[src/rtl/univ_register_pkg.sv]
`default_nettype none
// ============================================================================
// Module   : univ_register_pkg
// Purpose  : Shared operation encodings for the universal datapath register.
// Revision : 1.0 - initial release
// ============================================================================
package univ_register_pkg;

  localparam int MODE_W = 3;

  localparam logic [MODE_W-1:0] MODE_HOLD = 3'b000;
  localparam logic [MODE_W-1:0] MODE_SHL  = 3'b001;
  localparam logic [MODE_W-1:0] MODE_SHR  = 3'b010;
  localparam logic [MODE_W-1:0] MODE_ROL  = 3'b011;
  localparam logic [MODE_W-1:0] MODE_ROR  = 3'b100;
  localparam logic [MODE_W-1:0] MODE_INC  = 3'b101;
  localparam logic [MODE_W-1:0] MODE_DEC  = 3'b110;
  localparam logic [MODE_W-1:0] MODE_ASR  = 3'b111;

endpackage : univ_register_pkg
`default_nettype wire

[src/rtl/univ_register_next.sv]
`default_nettype none
// ============================================================================
// Module   : univ_register_next
// Purpose  : Combinational next-state logic for univ_register: selects the
//            new q / sout / carry from load, en and the operation mode.
// Revision : 1.0 - initial release
// ============================================================================
module univ_register_next
  import univ_register_pkg::*;
#(
  parameter int WIDTH = 4
) (
  input  logic [WIDTH-1:0]  q,
  input  logic              sout,
  input  logic              carry,
  input  logic              load,
  input  logic [WIDTH-1:0]  d,
  input  logic              en,
  input  logic [MODE_W-1:0] mode,
  input  logic              sin,
  output logic [WIDTH-1:0]  q_next,
  output logic              sout_next,
  output logic              carry_next
);

  localparam logic [WIDTH:0] C_ONE = {{WIDTH{1'b0}}, 1'b1};

  // One extra bit on the arithmetic results carries the carry/borrow out.
  logic [WIDTH:0] w_inc;
  logic [WIDTH:0] w_dec;

  assign w_inc = {1'b0, q} + C_ONE;
  assign w_dec = {1'b0, q} - C_ONE;

  // Priority load > en; each mode only touches the flag it defines.
  always_comb begin
    q_next     = q;
    sout_next  = sout;
    carry_next = carry;
    if (load) begin
      q_next     = d;
      sout_next  = 1'b0;
      carry_next = 1'b0;
    end else if (en) begin
      case (mode)
        MODE_HOLD: begin
          q_next = q;
        end
        MODE_SHL: begin
          q_next    = {q[WIDTH-2:0], sin};
          sout_next = q[WIDTH-1];
        end
        MODE_SHR: begin
          q_next    = {sin, q[WIDTH-1:1]};
          sout_next = q[0];
        end
        MODE_ROL: begin
          q_next    = {q[WIDTH-2:0], q[WIDTH-1]};
          sout_next = q[WIDTH-1];
        end
        MODE_ROR: begin
          q_next    = {q[0], q[WIDTH-1:1]};
          sout_next = q[0];
        end
        MODE_INC: begin
          q_next     = w_inc[WIDTH-1:0];
          carry_next = w_inc[WIDTH];
        end
        MODE_DEC: begin
          q_next     = w_dec[WIDTH-1:0];
          carry_next = w_dec[WIDTH];
        end
        MODE_ASR: begin
          q_next    = {q[WIDTH-1], q[WIDTH-1:1]};
          sout_next = q[0];
        end
        default: begin
          // Only reachable with an unknown mode; propagate X so it is visible.
          q_next = {WIDTH{1'bx}};
        end
      endcase
    end
  end

endmodule : univ_register_next
`default_nettype wire

[src/rtl/univ_register.sv]
`default_nettype none
// ============================================================================
// Module   : univ_register
// Purpose  : Parametrised general-purpose datapath register with parallel
//            load, shift/rotate/arithmetic shift, increment/decrement,
//            serial output, carry/borrow and terminal-count/zero flags.
//            WIDTH must be at least 2.
// Revision : 1.0 - initial release
// ============================================================================
module univ_register
  import univ_register_pkg::*;
#(
  parameter int               WIDTH       = 4,
  parameter logic [WIDTH-1:0] RESET_VALUE = '0
) (
  input  logic              clk,
  input  logic              clear,
  input  logic              load,
  input  logic [WIDTH-1:0]  d,
  input  logic              en,
  input  logic [MODE_W-1:0] mode,
  input  logic              sin,
  output logic [WIDTH-1:0]  q,
  output logic              sout,
  output logic              carry,
  output logic              tc,
  output logic              zero
);

  logic [WIDTH-1:0] r_q;
  logic             r_sout;
  logic             r_carry;

  logic [WIDTH-1:0] w_q_next;
  logic             w_sout_next;
  logic             w_carry_next;
  logic             w_all_ones;
  logic             w_is_zero;

  univ_register_next #(
    .WIDTH (WIDTH)
  ) u_next (
    .q          (r_q),
    .sout       (r_sout),
    .carry      (r_carry),
    .load       (load),
    .d          (d),
    .en         (en),
    .mode       (mode),
    .sin        (sin),
    .q_next     (w_q_next),
    .sout_next  (w_sout_next),
    .carry_next (w_carry_next)
  );

  // State flops; clear acts immediately and discards any in-flight update.
  always_ff @(posedge clk or posedge clear) begin
    if (clear) begin
      r_q     <= RESET_VALUE;
      r_sout  <= 1'b0;
      r_carry <= 1'b0;
    end else begin
      r_q     <= w_q_next;
      r_sout  <= w_sout_next;
      r_carry <= w_carry_next;
    end
  end

  assign w_all_ones = &r_q;
  assign w_is_zero  = (r_q == '0);

  // tc predicts the wrap the next edge will perform.
  assign tc    = en & ~load & (((mode == MODE_INC) & w_all_ones) |
                               ((mode == MODE_DEC) & w_is_zero));
  assign zero  = w_is_zero;
  assign q     = r_q;
  assign sout  = r_sout;
  assign carry = r_carry;

  // An unknown mode while an operation is requested is a protocol violation.
  always @(posedge clk) begin
    if (!clear && en && !load) begin
      assert (!$isunknown(mode))
        else $error("univ_register: unknown mode while en=1 and load=0");
    end
  end

endmodule : univ_register
`default_nettype wire
[config.mk]
export PLATFORM = sky130hd
export DESIGN_NAME = univ_register
export DESIGN_NICKNAME = d
export VERILOG_FILES = /design/src/rtl/univ_register_pkg.sv /design/src/rtl/univ_register_next.sv /design/src/rtl/univ_register.sv
export SDC_FILE = /design/constraint.sdc
export NUM_CORES = 1
export LEC_CHECK = 0
export BUFFER_PORTS_ARGS = -buffer_cell sky130_fd_sc_hd__clkbuf_2
export CAP_MARGIN = 20
export CORE_UTILIZATION = 45
export DETAILED_ROUTE_END_ITERATION = 8
export PLACE_DENSITY_LB_ADDON = 0.2
export SLEW_MARGIN = 20
export SYNTH_ARGS = -nofsm -noshare
export SYNTH_HDL_FRONTEND = slang
export SYNTH_HIERARCHICAL = 1
export SYNTH_SLANG_ARGS = --single-unit
[constraint.sdc]
create_clock -name clk -period 1.65 [get_ports clk]
set_input_delay 0.2475 -clock clk [delete_from_list [all_inputs] [get_ports clk]]
set_output_delay 0.2475 -clock clk [all_outputs]
set_load 0.05 [all_outputs]
* Yosys cells after proc, flatten, opt, wreduce, memory -nomap -nowiden *
Cells that the tools add are included.

storage, ports and cells
  register bits = 6
  input bits = 12
  output and inout port bits = 8
  word-level logic and storage cells = 42

operators by class
  add/subtract/negate cells = 2
  equal/unequal tests = 9
  muxes and demuxes = 9
  bitwise logic cells = 6
  reductions and logical operators = 12

operator list
  operator                                                             number
  4-bit case mux with 7 select lines                                   1
  3-bit == test (second input constant)                                4
  4-bit 2-to-1 mux                                                     2
  3-bit by 2-bit == test with 1-bit output (second input constant)     2
  2-bit AND reduction                                                  3
  3-bit nonzero test                                                   2
  4-bit by 1-bit adder with 5-bit output (second input constant)       1
  4-bit by 1-bit subtractor with 5-bit output (second input constant)  1
  1-bit AND                                                            4
  4-bit zero test                                                      1
  1-bit 2-to-1 mux                                                     4
  2-bit inequality test (second input constant)                        2
  1-bit case mux with 2 select lines                                   2
  4-bit AND reduction                                                  1
  3-bit by 1-bit == test with 1-bit output (second input constant)     1
  3-bit zero test                                                      1
  3-bit AND reduction                                                  1
  3-bit OR reduction                                                   1
  2-bit nonzero test                                                   1
  2-bit OR reduction                                                   1
  1-bit inverter                                                       1
  1-bit OR                                                             1

* Longest topological paths before layout *
Gate-level depths: netlist of run 1.

  depth after elaboration = 5
  mapped depth = 8
  depth with buffers taken out = 7

* Modules after synthesis *
Netlist of run 1, hierarchy kept.

by module, submodules not included
  module              instances  cells each  area an instance (µm²)  sequential area each (µm²)
  univ_register_next  1          78          474.2                   0.0
  univ_register       1          13          211.5                   150.1

* Worst setup path before layout of run 1 *
Ideal clock, no wire load.

  path kind = register to output
  from = register r_q[1] (netlist: q[1])
  to = output port tc
  data arrival time = 2.385 ns
  required time = 1.402 ns
  setup slack = -0.982 ns
  stages on the path, launching flop included = 4
  buffers on the path = 0
  cells stage by stage = dfrtp_1 nor4_4 nand4b_1 a21oi_1

between the ends
  cells in the longest elaborated chain, start to end = 4
  elaborated cells between the ends (all ways) = 6
  classes of those cells = 4 x bitwise; 2 x reduce/logical

ends and longest elaborated chain
  element                   line                 source
  start: declaration        univ_register.sv:30  logic [WIDTH-1:0] r_q;
  start signal: assignment  univ_register.sv:63  r_q <= w_q_next;
  4-bit zero test           univ_register.sv:70  assign w_is_zero = (r_q == '0);
  via zero                  univ_register.sv:27  output logic zero
  1-bit AND                 univ_register.sv:74  ((mode == MODE_DEC) & w_is_zero));
  1-bit OR                  univ_register.sv:73  assign tc = en & ~load & (((mode == MODE_INC) & w_all_ones) |
  1-bit AND                 univ_register.sv:73
  end: declaration          univ_register.sv:26  output logic tc,

The timed path passes the listed nets, and every way through them passes these cells.

* Final worst setup path of run 1 *
  from = register r_q[3] (netlist: q[3])
  to = output port tc

between the ends
  cells in the longest elaborated chain, start to end = 4
  elaborated cells between the ends (all ways) = 6
  classes of those cells = 4 x bitwise; 2 x reduce/logical

ends and longest elaborated chain
  element                                                 line
  4-bit AND reduction or 4-bit zero test (tied branches)  univ_register.sv:69, univ_register.sv:70
  1-bit AND (on tied branches)                            univ_register.sv:73, univ_register.sv:74
  1-bit OR (*)                                            univ_register.sv:73
  1-bit AND (*)                                           univ_register.sv:73

Every way passes the cells marked *; elsewhere a longest branch is shown, timed or not.

==> run metrics, run 1 <==
Rel. slew slack 70.5%; critical path class reg -> out; Synth Area in Simple Gates 32.1%; Port Buf Inserts 19; Clock Sinks 6; post-synth net total 105; min cycle time layout 1.73 ns; number of synthesized flops with an enable pin 0; routed wire length 2.16 mm; TritonCTS buffer count 3; crit path max fanout 3; Critical R2R Launch q[0]; VDD IR max 0.533 mV; CTS root buffer clkbuf_4; Fin. Hold Viols 0; Slew Viols, Final 0; IO Count 20; gr ovfl total 0; largest family of logic cells by synthesized area simple AND/OR/NAND/NOR gates; failing checks negative setup slack; Post-Route M1 WL 916 µm; Synth Warn # 6; Synth Area in Adders 3.65%; share of cells above drive strength 1 38.5%; placed cell count 127; Initial Util 50.2%; DRT antenna net count 0; first-pass GRT wire length 3.24 mm; Die X 41.0 µm; largest net degree at the start of global routing 14; Worst Clk Skew 0.00805 ns; compound-cell area share of the yosys netlist 27.0%; sequential fraction of the synthesis area 21.9%; Syn-to-layout area delta 42.5%; post-DR wirelength/cell 15.8 µm; GRT Total Usage 28.9%; drt pass-1 iters 4; filler instances 108; die area 1680 µm²; die height 41.0 µm; Critical Path Start Type flop; worst slew pin tran 0.439 ns; final cell count without fillers 137; power consumption 673 µW; FF+latch count, synth 6; Gate Count Post-Synth 91; CTS tree yes; Max-Cap Viols 0; fin nets 137; Cell Rows 13; Initial DRC Count 33; metal3 WL 181 µm; Leak 0.000425 µW; Clock transition at path regs 0.05 ns; Top Layer Used met3; Worst Setup End Kind primary output; synthesized cell area 686 µm²; synth unique cells 34; Top FF cell, synth dfrtp_1; CTS Buffer Depth 2; H-tree Lvls 1; Setup violations, final 3; routability cong. 0.880; Pwr Density 688 nW/µm²; Synth Area in XOR/XNOR 3.83%; Core Box Area 1370 µm²; final clock period utilization by the worst path 105%; unrepaired setup endpoints after global routing true; initial antenna violation count 0; worst hold start d[1]; hpwl dp 1.51 mm; FFs w/ async S/R, synth 100%; Avg Cell Area, Syn 7.53 µm²; via count 861; worst skew pair latency 0.25 ns; status finished with violations; Final WS setup -0.0846 ns; Critical Path Start q[3]; WP data arrival 1.49 ns; WL met2 1.06 mm; n_diodes 0; hold crit path type in -> reg; number of global-route vias before repair 722; vias per inst 6.28; Critical Path RT 1.40 ns; Max Fclk 576 MHz; mux cell area share after synthesis 2.92%; DRC 0
[state kept, by name, summed over array words and instances, names as in the netlist]
| signal | count |
|---|---|
| q | 4 |
| carry | 1 |
| sout | 1 |
[cell usage in the layout, fill, tap and decap left out, types with 2 or more instances in the layout]
master | netlist | routed
nand3_1 | 3 | 3
xnor2_1 | 3 | 3
o21ai_1 | 1 | 2
clkbuf_4 | 0 | 4
dfrtp_2 | 0 | 4
nor3b_1 | 3 | 3
nor3_1 | 3 | 3
nand2_1 | 7 | 7
mux2i_1 | 2 | 2
dfrtp_1 | 6 | 2
o211ai_1 | 2 | 2
a21oi_1 | 11 | 9
nor4_1 | 3 | 3
nand2b_1 | 3 | 3
clkbuf_2 | 0 | 17
o31ai_1 | 4 | 4
inv_1 | 5 | 4
buf_4 | 1 | 12
o21ai_0 | 6 | 5
nor2_1 | 7 | 7
[routing by layer]
| metal | GRT usage [%] | vias to the layer above |
|---|---|---|
| li1 | - | 399 |
| met1 | 39.2 | 408 |
| met2 | 47.7 | 54 |
| met3 | 3.80 | 0 |
| met4 | 7.50 | 0 |
| met5 | 0 | - |
[critical path, stage by stage, from the launching register on]
cell and delay, ns:
dfrtp_2 0.43, nor4_4 0.30, nand4b_1 0.18, a21oi_4 0.17, buf_8 0.16
[logic make-up after synthesis]
kind of cell             after synthesis
AND/OR/NAND/NOR                       36
AO/OA/AOI/OAI                         30
buffers and inverters                 12
flip-flops                             6
XOR/XNOR                               3
multiplexers                           2
adder cells (fa/ha/maj)                2
[power by group]
part	switching, µW	internal [µW]	total (µW)
combinational	200	140	341
sequential	20.1	163	183
clock	56.9	91.8	149
[final cells by class]
type                            count  area [µm²]  area share (%)
Inverter                            5        31.3            3.20
Multi-Input combinational cell     73         507            51.9
Clock buffer                        4        26.3            2.69
Sequential cell                     6         155            15.9
Tap cell                           15        18.8            1.92
Timing Repair Buffer               34         239            24.5
[Yosys cell counts (2+ instances only)]
cell type	number	area share (%)
nor3b_1	3	3.3
o21ai_0	6	4.4
nor4_1	3	2.7
nand2b_1	3	2.7
nand3_1	3	2.2
o211ai_1	2	2.2
o31ai_1	4	4.4
ha_1	2	3.6
buf_2	2	1.5
dfrtp_1	6	22
clkbuf_1	3	1.6
nor3_1	3	2.2
nand2_1	7	3.8
nor2_1	7	3.8
a21oi_1	11	8.0
inv_1	5	2.7
mux2i_1	2	2.9
xnor2_1	3	3.8
[per-stage QoR]
stage          worst slack (ns)  utilization, %  TNS, ns  cell area, µm²  hold WS [ns]
3_3_place_gp             0.0499            63.7        0             871         0.147
2_1_floorplan            -0.498               -   -0.500             727        0.0382
4_1_cts                  -0.103            69.2   -0.196             946         0.201
5_1_grt                  -0.178            71.5   -0.326             977         0.217
3_5_place_dp             0.0321            63.7        0             871         0.160
6_report                -0.0846            71.5   -0.148             977         0.211
[final timing paths]
check | endpoint | slack, ns | depth (start not counted)
max in group asynchronous | q[0] | 0.98 | 3
min | q[1] | 0.21 | 3
max reg2reg | carry | -0.05 | 8
max | tc | -0.08 | 4
min reg2reg | sout | 0.54 | 2
min in group asynchronous | q[1] | 0.45 | 3
[timing repair]
item,CTS,global route
pin swaps,5,5
setup endpoints to repair,1,4
resized for setup,2,9
hold buffers,1,0
setup buffers,4,1
hold endpoints to repair,6,0
No activity file was read; power rests on OpenSTA's default activity.
==> run 2, diff against run 1 <==
--- a/config.mk
+++ b/config.mk
@@ -7,9 +7,11 @@
 export LEC_CHECK = 0
 export BUFFER_PORTS_ARGS = -buffer_cell sky130_fd_sc_hd__clkbuf_2
 export CAP_MARGIN = 20
-export CORE_UTILIZATION = 45
+export CORE_UTILIZATION = 47
+export CTS_BUF_LIST = sky130_fd_sc_hd__clkbuf_4
 export DETAILED_ROUTE_END_ITERATION = 8
 export PLACE_DENSITY_LB_ADDON = 0.2
+export RECOVER_POWER = 25
 export SLEW_MARGIN = 20
 export SYNTH_ARGS = -nofsm -noshare
 export SYNTH_HDL_FRONTEND = slang
==> run 2 against run 1 <==
  * The flow still finishes with violations (negative setup slack)
  * Critical endpoint unchanged
  * Non-clock buffer count unchanged
  * Via count decreased by 5.8%
  * Sequential share of layout area increased by 0.14 points
  * Core utilization increased by 1.1 points
  * Global-route usage decreased by 1.1 points
  * Clock skew decreased by 0.0049 ns
  * Critical path type unchanged
  * Clock power increased by 11%
  * Final cell count unchanged
  * Routed wire length decreased by 9.1%
  * First-iteration DRC count increased by 36%
  * Power increased by 1.2%
==> run metrics, run 2 (same netlist as run 1, synthesis figures left out) <==
largest net degree at the start of global routing 14 (unchanged); CP top delay family simple AND/OR/NAND/NOR gates; Critical Path Start Type flop; Design Area, Final 968 µm² (-0.90%); Leak 0.000426 µW (+0.19%); min cycle time layout 1.70 ns (-0.0320 ns); routed wire length 1.97 mm (-9.1%); DRC 0 (unchanged); gr ovfl total 0 (unchanged); WP data arrival 1.46 ns (-0.03 ns); vias per inst 5.92 (-5.8%); DRT antenna net count 0 (unchanged); initial antenna violation count 0 (unchanged); Placed Area 858 µm² (-1.4%); die area 1620 µm² (-4.1%); Post-Route M1 WL 884 µm (-3.5%); post-DR wirelength/cell 14.4 µm (-9.1%); Rel. slew slack 77.1% (+6.7 points); commonest non-fill, non-tap cells in the layout 17 x clkbuf_2, 11 x buf_4, 10 x a21oi_1; via count 811 (-5.8%); Cell Rows 13 (unchanged); n_diodes 0 (unchanged); IO Count 20 (unchanged); Hold Slack 0.215 ns (+0.00413 ns); unrepaired setup endpoints after global routing true; Setup violations, final 2 (-1); worst slew pin tran 0.340 ns (-0.0985 ns); Max-Cap Viols 0 (unchanged); drt pass-1 iters 4 (unchanged); Bufs and invs on worst path 1 (unchanged); filler instances 110 (+1.9%); worst skew pair latency 0.25 ns (about the same); Core Box Area 1330 µm² (-2.4%); H-tree Lvls 1 (unchanged); most common cell after layout, fill and taps aside clkbuf_2; CTS Buffer Depth 2 (unchanged); WL met2 953 µm (-10%); hold crit path type in -> reg; status finished with violations; DP Worst Slack 0.0331 ns (+0.00107 ns); metal3 WL 113 µm (-38%); CTS tree yes; Critical Path RT 1.40 ns (about the same); TritonCTS buffer count 3 (unchanged); delay of the slowest critical-path stage 0.42 ns (about the same); critical path class reg -> out; Worst Setup End Kind primary output; Max Fclk 587 MHz (+1.9%); Die X 40.2 µm (-2.0%); Setup Total Neg Slack -0.0816 ns (+0.0669 ns); final cell count without fillers 137 (unchanged); placed cell count 127 (unchanged); GRT Total Usage 27.8% (-1.1 points); Port Buf Inserts 19 (unchanged); CP max stage cell dfrtp_2; fin nets 137 (unchanged); number of global-route vias before repair 658 (-8.9%); die height 40.2 µm (-2.0%); number of flip-flops in the largest register 4 (unchanged); Clock transition at path regs 0.05 ns (about the same); first-pass GRT wire length 3.02 mm (-6.8%); CTS root buffer clkbuf_4; share of cells above drive strength 1 39.3% (+0.82 points); routability cong. 0.901 (+2.3%); Final WS setup -0.0526 ns (+0.0320 ns); crit path max fanout 2 (-1); Worst Clk Skew 0.00315 ns (-0.00490 ns); VDD IR max 0.530 mV (-0.66%); final clock period utilization by the worst path 103% (-1.9 points); Clock Sinks 6 (unchanged); Slew Viols, Final 0 (unchanged); Initial Util 51.4% (+1.2 points); Initial DRC Count 45 (+36%); Top Layer Used met4; failing checks negative setup slack; Fin. Hold Viols 0 (unchanged); hpwl dp 1.41 mm (-6.2%); Syn-to-layout area delta 41.2%; Pwr Density 703 nW/µm² (+2.1%); worst path cell trace nor4_4, nand4b_1, a21oi_4, buf_8
-- run 2: changes by cell type in the layout (fill, tap and decap cells not counted), sizes merged --
cell / previous run / this run
clkinv: 1 / 0
inv: 4 / 5
-- run 2: metrics by stage --
step / power [µW] / utilization [%]
after CTS: 665 / 70.0
final: 681 / 72.6
after global placement: 476 / 64.4
after detailed placement: 480 / 64.4
after global routing: 722 / 72.6
after floorplan: 396 / -
-- run 2: worst reg2reg max path, cell delays in order (launching register included) --
cell      delay (ns)
dfrtp_2         0.44
buf_4           0.14
buf_4           0.14
ha_1            0.22
xnor2_1         0.15
nor2_1          0.05
nor3b_1         0.17
o211ai_1        0.12
o311a_1         0.12
-- run 2: area by class of cell --
class | instances | area (µm²) | area share, %
clock buffer | 4 | 30.0 | 3.10
inverter | 5 | 23.8 | 2.45
multi-input combinational | 73 | 507 | 52.3
sequential | 6 | 155 | 16.0
tap | 15 | 18.8 | 1.94
timing repair buffer | 34 | 234 | 24.2
-- run 2: where the power goes --
part / total (µW) / internal (µW) / switching (µW) / leakage (µW)
Sequential: 182 / 163 / 19.0 / 0.0000705
Combinational: 333 / 137 / 196 / 0.000337
Clock: 165 / 108 / 57.0 / 0.0000184
-- run 2: routing by layer --
| layer | global-route usage (%) | vias to the layer above |
|---|---|---|
| met5 | 0 | - |
| met4 | 10.8 | 0 |
| met3 | 5.00 | 2 |
| met2 | 44.8 | 37 |
| met1 | 36.6 | 373 |
| li1 | - | 399 |
-- run 2: what timing repair did --
| item | in CTS | in global routing |
|---|---|---|
| endpoints found under the setup margin | 1 | 4 |
| gates cloned | 0 | 0 |
| resized for setup | 3 | 8 |
| pin swaps | 4 | 9 |
| hold endpoints to repair | 6 | 0 |
| buffers inserted | 3 | 2 |
| hold buffers | 1 | 0 |
-- run 2: final timing paths --
kind                       start  cells after the start  endpoint  slack, ns
max                         q[2]                      4        tc      -0.05
min                         d[0]                      3      q[0]       0.22
max reg2reg                 q[0]                      8      q[2]      -0.03
min reg2reg                carry                      2     carry       0.55
max in group asynchronous  clear                      3      q[0]       0.98
min in group asynchronous  clear                      3      q[1]       0.45
==> run 3, diff against run 2 <==
--- a/config.mk
+++ b/config.mk
@@ -10,9 +10,10 @@
 export CORE_UTILIZATION = 47
 export CTS_BUF_LIST = sky130_fd_sc_hd__clkbuf_4
 export DETAILED_ROUTE_END_ITERATION = 8
+export MAX_ROUTING_LAYER = met4
 export PLACE_DENSITY_LB_ADDON = 0.2
 export RECOVER_POWER = 25
-export SLEW_MARGIN = 20
+export SLEW_MARGIN = 10
 export SYNTH_ARGS = -nofsm -noshare
 export SYNTH_HDL_FRONTEND = slang
 export SYNTH_HIERARCHICAL = 1
==> run 3 against run 2 <==
  * The flow still finishes with violations (negative setup slack)
  * Power grew 0.41%
  * Fmax shrank 0.24%
  * Routed wire length up 0.71%
  * Non-clock buffer count stayed put
  * Critical path depth unchanged
  * Clock skew is 0.0025 ns higher
  * Cell area unchanged
  * Global-route usage grew 0.79 points
  * Sequential share of layout area did not move
  * Via count up 0.99%
  * Final cell count stayed put
  * Critical path type unchanged
  * Critical endpoint unchanged
  * Largest power group unchanged
  * Highest routed layer unchanged
==> run metrics, run 3 (same netlist as run 1, synthesis figures left out) <==
status finished with violations; failing checks negative setup slack; most common cell after layout, fill and taps aside clkbuf_2; Critical Path RT 1.40 ns (about the same); hpwl dp 1.41 mm (unchanged); die height 40.2 µm (unchanged); Setup violations, final 2 (unchanged); Worst Clk Skew 0.00569 ns (+0.00254 ns); Cell Rows 13 (unchanged); first-pass GRT wire length 3.02 mm (unchanged); routability cong. 0.916 (+1.7%); Slew Viols, Final 0 (unchanged); Critical Path Start q[2]; DRT antenna net count 0 (unchanged); Max-Cap Viols 0 (unchanged); Critical R2R Launch q[0]; worst skew pair latency 0.25 ns (about the same); Rel. slew slack 77.1% (about the same); hold crit path type in -> reg; routed wire length 1.98 mm (+0.71%); gr ovfl total 0 (unchanged); via count 819 (+0.99%); final clock period utilization by the worst path 103% (+0.25 points); vias per inst 5.98 (+0.99%); CTS root buffer clkbuf_4; drt pass-1 iters 4 (unchanged); H-tree Lvls 1 (unchanged); Core Box Area 1330 µm² (unchanged); Worst Setup End Kind primary output; critical path class reg -> out; Die X 40.2 µm (unchanged); Clock Sinks 6 (unchanged); initial antenna violation count 0 (unchanged); DRC 0 (unchanged); worst slew pin tran 0.341 ns (+0.000284 ns); final cell count without fillers 137 (unchanged); share of cells above drive strength 1 39.3% (unchanged); utilization after layout 72.6% (unchanged); Max Fclk 586 MHz (-0.24%); worst hold start d[0]; power consumption 684 µW (+0.41%); Critical Path Start Type flop; WP data arrival 1.46 ns (about the same); min cycle time layout 1.71 ns (+0.00413 ns); die area 1620 µm² (unchanged); Pwr Density 706 nW/µm² (+0.41%); Port Buf Inserts 19 (unchanged); GRT Total Usage 28.6% (+0.79 points); post-DR wirelength/cell 14.5 µm (+0.71%); fin nets 137 (unchanged); placed cell count 127 (unchanged); IO Count 20 (unchanged); CTS Buffer Depth 2 (unchanged); VDD IR max 0.531 mV (+0.16%); Initial DRC Count 35 (-22%); number of global-route vias before repair 657 (-0.15%); n_diodes 0 (unchanged); unrepaired setup endpoints after global routing true; Final WS setup -0.0567 ns (-0.00413 ns); Clock transition at path regs 0.05 ns (about the same); largest net degree at the start of global routing 14 (unchanged); Syn-to-layout area delta 41.2% (unchanged); crit path max fanout 2 (unchanged); CTS tree yes; number of flip-flops in the largest register 4 (unchanged); Leak 0.000426 µW (unchanged); commonest non-fill, non-tap cells in the layout 17 x clkbuf_2, 11 x buf_4, 10 x a21oi_1; Initial Util 51.4% (unchanged); TritonCTS buffer count 3 (unchanged); Fin. Hold Viols 0 (unchanged)
==> run 3: cell counts in the layout (fill, tap and decap cells not counted) <==
No cell type changed its count.
==> run 3: timing repair <==
item,in CTS,in global routing
gates resized for setup,3,8
cloned,0,0
pin swaps,4,9
endpoints found under the hold margin,6,0
hold buffers,1,0
setup buffers,3,2
setup endpoints to repair,1,4
==> run 3: where the power goes <==
group | total, µW | internal [µW] | switching, µW
registers | 182 | 163 | 19.1
logic | 334 | 137 | 197
clock network | 168 | 108 | 59.2
total | 684 | 408 | 275
==> run 3: per-stage QoR <==
step / TNS, ns / worst slack [ns] / hold slack, ns / area (µm²)
6_report: -0.0916 / -0.0567 / 0.215 / 968
5_1_grt: -0.276 / -0.158 / 0.217 / 968
4_1_cts: -0.0887 / -0.0698 / 0.213 / 933
3_5_place_dp: 0 / 0.0331 / 0.158 / 858
3_3_place_gp: 0 / 0.0485 / 0.150 / 858
2_1_floorplan: -0.500 / -0.498 / 0.0382 / 727
==> run 3: final cells by class <==
type                            instances  area, µm²
Tap cell                               15       18.8
Multi-Input combinational cell         73        507
Sequential cell                         6        155
Timing Repair Buffer                   34        234
Clock buffer                            4       30.0
Fill cell                             110        365
Inverter                                5       23.8
==> run 3: worst paths after layout <==
check                        end  slack, ns  cells past startpoint
max                           tc      -0.06                      4
max reg2reg                 q[2]      -0.03                      8
min                         q[0]       0.22                      3
min in group asynchronous   q[1]       0.45                      3
min reg2reg                carry       0.56                      2
max in group asynchronous   q[0]       0.98                      3
==> run 3: critical path, stage by stage, from the launching register on <==
cell,delay [ns]
dfrtp_2,0.42
nor4_4,0.29
nand4b_1,0.18
a21oi_4,0.16
buf_8,0.15
==> run 3: metal layers <==
layer,routed length [µm],share of wire [%],up-vias,GRT usage (%)
met5,0,0,-,-
met3,127,6.4,2,5.00
met4,14,0.71,0,10.8
met1,882,45,379,36.6
li1,-,-,398,-
met2,956,48,40,44.8
